[src/rtl/muldiv_unit.sv]
// Iterative 32-bit unsigned multiply/divide unit: shift-add multiply and restoring
// divide, one iteration per cycle, result presented with a one-cycle write pulse.
module muldiv_unit #(
  parameter int unsigned WIDTH = 32
) (
  input  logic             clk,
  input  logic             rst,
  input  logic             start,
  input  logic [1:0]       op,
  input  logic [WIDTH-1:0] src_a,
  input  logic [WIDTH-1:0] src_b,
  input  logic [4:0]       dest_reg,
  input  logic             flush,
  output logic             busy,
  output logic             done,
  output logic [WIDTH-1:0] result,
  output logic [4:0]       result_reg
);

  typedef enum logic [1:0] {StIdle, StRun, StDone} state_e;

  localparam logic [1:0] OpMul   = 2'b00;
  localparam logic [1:0] OpMulhu = 2'b01;
  localparam logic [1:0] OpDivu  = 2'b10;

  state_e             state_q, state_d;
  logic [5:0]         cnt_q, cnt_d;
  logic [1:0]         op_q, op_d;
  logic [WIDTH-1:0]   a_q, a_d;
  logic [WIDTH-1:0]   b_q, b_d;
  logic [2*WIDTH-1:0] prod_q, prod_d;
  logic [WIDTH-1:0]   rem_q, rem_d;
  logic [WIDTH-1:0]   result_q, result_d;
  logic [4:0]         dest_q, dest_d;
  logic [4:0]         result_reg_q, result_reg_d;

  // Multiply step: multiplier sits in the low half of prod and shifts out LSB-first.
  logic [WIDTH:0]     add_sum;
  logic [2*WIDTH-1:0] prod_step;

  // Divide step: a_q shifts dividend bits out MSB-first and quotient bits in.
  logic [WIDTH:0]     rem_shift;
  logic               rem_ge;
  logic [WIDTH-1:0]   rem_step;
  logic [WIDTH-1:0]   quo_step;

  always_comb begin
    add_sum   = {1'b0, prod_q[2*WIDTH-1:WIDTH]} + (prod_q[0] ? {1'b0, a_q} : '0);
    prod_step = {add_sum, prod_q[WIDTH-1:1]};
    rem_shift = {rem_q, a_q[WIDTH-1]};
    rem_ge    = rem_shift >= {1'b0, b_q};
    // When rem_ge holds the true difference is below b_q, so WIDTH bits suffice.
    rem_step  = rem_ge ? (rem_shift[WIDTH-1:0] - b_q) : rem_shift[WIDTH-1:0];
    quo_step  = {a_q[WIDTH-2:0], rem_ge};
  end

  always_comb begin
    state_d      = state_q;
    cnt_d        = cnt_q;
    op_d         = op_q;
    a_d          = a_q;
    b_d          = b_q;
    prod_d       = prod_q;
    rem_d        = rem_q;
    result_d     = result_q;
    dest_d       = dest_q;
    result_reg_d = result_reg_q;

    unique case (state_q)
      StIdle: begin
        if (start && !flush) begin
          state_d = StRun;
          cnt_d   = '0;
          op_d    = op;
          a_d     = src_a;
          b_d     = src_b;
          dest_d  = dest_reg;
          prod_d  = {{WIDTH{1'b0}}, src_b};
          rem_d   = '0;
        end
      end
      StRun: begin
        if (flush) begin
          state_d = StIdle;
        end else begin
          if (op_q[1]) begin
            rem_d = rem_step;
            a_d   = quo_step;
          end else begin
            prod_d = prod_step;
          end
          cnt_d = cnt_q + 6'd1;
          if (cnt_q == 6'(WIDTH - 1)) begin
            state_d      = StDone;
            result_reg_d = dest_q;
            unique case (op_q)
              OpMul:   result_d = prod_step[WIDTH-1:0];
              OpMulhu: result_d = prod_step[2*WIDTH-1:WIDTH];
              OpDivu:  result_d = quo_step;
              default: result_d = rem_step;
            endcase
          end
        end
      end
      StDone: begin
        state_d = StIdle;
      end
      default: begin
        state_d = StIdle;
      end
    endcase
  end

  always_ff @(posedge clk or posedge rst) begin
    if (rst) begin
      state_q      <= StIdle;
      cnt_q        <= '0;
      op_q         <= '0;
      a_q          <= '0;
      b_q          <= '0;
      prod_q       <= '0;
      rem_q        <= '0;
      result_q     <= '0;
      dest_q       <= '0;
      result_reg_q <= '0;
    end else begin
      state_q      <= state_d;
      cnt_q        <= cnt_d;
      op_q         <= op_d;
      a_q          <= a_d;
      b_q          <= b_d;
      prod_q       <= prod_d;
      rem_q        <= rem_d;
      result_q     <= result_d;
      dest_q       <= dest_d;
      result_reg_q <= result_reg_d;
    end
  end

  // A flush in the DONE cycle suppresses the register-file write.
  assign busy       = (state_q != StIdle);
  assign done       = (state_q == StDone) && !flush;
  assign result     = result_q;
  assign result_reg = result_reg_q;

endmodule

[config.mk]
export PLATFORM = sky130hd
export DESIGN_NAME = muldiv_unit
export DESIGN_NICKNAME = d
export VERILOG_FILES = /design/src/rtl/muldiv_unit.sv
export SDC_FILE = /design/constraint.sdc
export NUM_CORES = 1
export LEC_CHECK = 0
export ABC_AREA = 1
export CAP_MARGIN = 30
export CORE_MARGIN = 3
export CORE_UTILIZATION = 44
export DETAILED_ROUTE_END_ITERATION = 7
export SLEW_MARGIN = 15
export SYNTH_ARGS = -nofsm -noshare
export SYNTH_HDL_FRONTEND = slang
export SYNTH_SLANG_ARGS = --single-unit
[constraint.sdc]
create_clock -name clk -period 14.3 [get_ports clk]
set_input_delay 2.86 -clock clk [delete_from_list [all_inputs] [get_ports clk]]
set_output_delay 2.86 -clock clk [all_outputs]
set_load 0.05 [all_outputs]
==> flow_metrics.env <==
export IMPL_layout_commonest_cell="nand2_1"
export IMPL_wl_mm=50.5
export IMPL_ys_flop_type="dfrtp_1"
export IMPL_htree_levels=1
export IMPL_num_vias=14787
export IMPL_clock_latency_ns=0.55
export IMPL_cts_root_buffer="clkbuf_16"
export IMPL_rows=66
export IMPL_die_h_um=191
export IMPL_die_area_mm2=0.0364
export IMPL_ys_seq_area_share_pct=35.4
export IMPL_report_final_slew_viol_count=0
export IMPL_dieWidth_um=191
export IMPL_syn_num_nets=2454
export IMPL_min_path_type="register to register"
export IMPL_tns_ns=0
export IMPL_grt_pass1_vias=14180
export IMPL_cts_setup_buffers=0
export IMPL_synth_cell_types=41
export IMPL_cts_resized=0
export IMPL_rsz0062_at_grt="false"
export IMPL_hpwl_mm=38.5
export IMPL_multi_input_area_mm2=0.00790
export IMPL_drt_pass1_iter_count=5
export IMPL_setup_viol=0
export IMPL_post_route_period_util_pct=50.2
export IMPL_fillCellCount=3386
export IMPL_max_cap_violations=0
export IMPL_n_antenna_cell=0
export IMPL_worst_setup_path_start_kind="input pin"
export IMPL_hold_violations=0
export IMPL_syn_avg_cell_area_um2=6.49
export IMPL_synth_area_mux_share_pct=0
export IMPL_instances_no_fill=2849
export IMPL_synthTopCellsByArea="dfrtp_1, nand2_1, inv_1"
export IMPL_placed_cells=2799
export IMPL_hold_buffers=0
export IMPL_synth_largest_area_cell="dfrtp_1"
export IMPL_max_slew_margin_rel_pct=40.1
export IMPL_regArea_mm2=0.00531
export IMPL_synth_top_family_by_area="simple AND/OR/NAND/NOR gates"
export IMPL_yosys_area_top_type_share_pct=35.4
export IMPL_finalNetCount=2529
export IMPL_coreArea_mm2=0.0330
export IMPL_outcome="completed"
export IMPL_area_delta_synth_final_pct=16.8
export IMPL_io_pins=114
export IMPL_period_minus_slack_ns=7.18
export IMPL_yosys_area_share_simple_pct=31.9
export IMPL_clk_pin_slew_ns=0.06
export IMPL_cts_tree="yes"
export IMPL_drc=0
export IMPL_detail_route_iter0_violations=1152
export IMPL_clock_sinks=212
export IMPL_synth_edf_count=0
export IMPL_fmax_mhz=139
export IMPL_ant_nets=0
export IMPL_worstSetupPathType="input pin to primary output"
export IMPL_drive_gt1_share_pct=3.53
export IMPL_grt_first_pass_wirelength_mm=79.6
export IMPL_async_flop_share_pct=100
export IMPL_path_max_fanout=3
export IMPL_largest_reg_flops=64
export IMPL_mostFrequentLayoutCells="nand2_1, inv_1, dfrtp_1, nand3_1, o21ai_0"
export IMPL_synth_fa_ha_area_share_pct=5.69
export IMPL_p_leak_nw=9.57
export IMPL_grtUsageTotal_pct=27.8
export IMPL_synth_xor_area_share_pct=1.34
export IMPL_syn_instance_count=2312
export IMPL_irDropWorstVdd_v=0.000165
export IMPL_fin_skew_ns=0.00905
export IMPL_wire_per_inst_um=17.7
export IMPL_tightest_slew_ns=0.897
export IMPL_worstPathRequired_ns=11.44
export IMPL_place_congestion=0.925
export IMPL_p_per_area_mw_per_mm2=160
export IMPL_synth_compound_area_share_pct=13.6
export IMPL_grt_overflow_total=0
export IMPL_syn_cell_area_mm2=0.0150
export IMPL_synth_seq_cells=212
export IMPL_worstPathArrival_ns=4.32
export IMPL_start_util_pct=45.4
export IMPL_yosys_warnings=0
export IMPL_io_buffer_count=113
export IMPL_via_per_inst=5.19
export IMPL_antenna_found_initial=0
export IMPL_grt_max_degree=107
export IMPL_worstSetupEndpointType="primary output"
export IMPL_clockBufferDepth=3
export IMPL_cts_inserted_buffers=26
area by class of cell:
class | count | area share (%)
Tap cell | 442 | 3.16
Inverter | 391 | 8.42
Timing Repair Buffer | 127 | 7.47
Clock inverter | 11 | 1.08
Multi-Input combinational cell | 1629 | 45.1
Clock buffer | 37 | 4.53
Sequential cell | 212 | 30.3
logic make-up (layout without fill, tap and decap cells):
| group | after synthesis | count (layout) |
|---|---|---|
| adders and majority gates | 67 | 67 |
| buffers and inverters | 471 | 566 |
| DFF | 212 | 212 |
| AOI/OAI and AO/OA | 348 | 348 |
| and+or+nand+nor | 1191 | 1191 |
| xor gates and xnor gates | 23 | 23 |
path summary, 6_finish.rpt:
kind,slack [ns],endpoint,from,cells after the start
setup reg to reg,10.35,result[22],rem_q[29],11
max in group asynchronous,10.24,b_q[21],rst,3
hold / removal,0.47,dest_q[0],dest_q[0],2
min in group asynchronous,2.75,a_q[11],rst,2
hold reg to reg,0.47,dest_q[0],dest_q[0],2
setup / recovery,7.12,done,flush,3
synthesized netlist by cell type (all sizes together), types with 2 or more instances:
cell	n
nor3	14
nor2	102
clkinv	3
dfrtp	212
or2	4
fa	2
nand3b	13
a21oi	116
nand4	7
ha	65
clkbuf	50
xnor2	2
a221oi	4
nand3	139
nand2	908
a32o	6
o211ai	64
xor2	21
a22o	11
and2	3
o21bai	4
buf	30
inv	388
o22ai	3
o21ai	135
metrics by stage:
stage	setup WS, ns	hold WS [ns]	util (%)	area, um^2	power (W)
after floorplan	5.65	0.442	-	15000	0.00169
after global placement	7.09	0.455	49.8	16400	0.00204
after detailed placement	7.11	0.459	49.9	16500	0.00205
after CTS	7.11	0.474	52.9	17500	0.00282
after global routing	7.07	0.497	53.1	17500	0.00303
final	7.12	0.470	53.1	17500	0.00281
critical path, cell delays in order:
cell             delay (ns)
clkdlybuf4s50_1        0.51
nor2_1                 0.14
clkdlybuf4s50_1        0.81
where the power goes:
part | internal (W) | leakage (nW) | total [W] | switching (W)
registers | 0.000726 | 2.77 | 0.000812 | 0.0000865
logic | 0.000387 | 6.32 | 0.00125 | 0.000859
clock network | 0.000475 | 0.480 | 0.000752 | 0.000277
total | 0.00159 | 9.57 | 0.00281 | 0.00122
metal layers:
layer / track usage, % / up-vias / part of all wire [%]
met5: 0 / - / 0
met4: 6.66 / 0 / 2.6
met3: 3.01 / 75 / 4.7
met2: 46.0 / 331 / 46
met1: 39.3 / 6971 / 47
li1: - / 7410 / -
No activity file was read; power rests on OpenSTA's default activity.
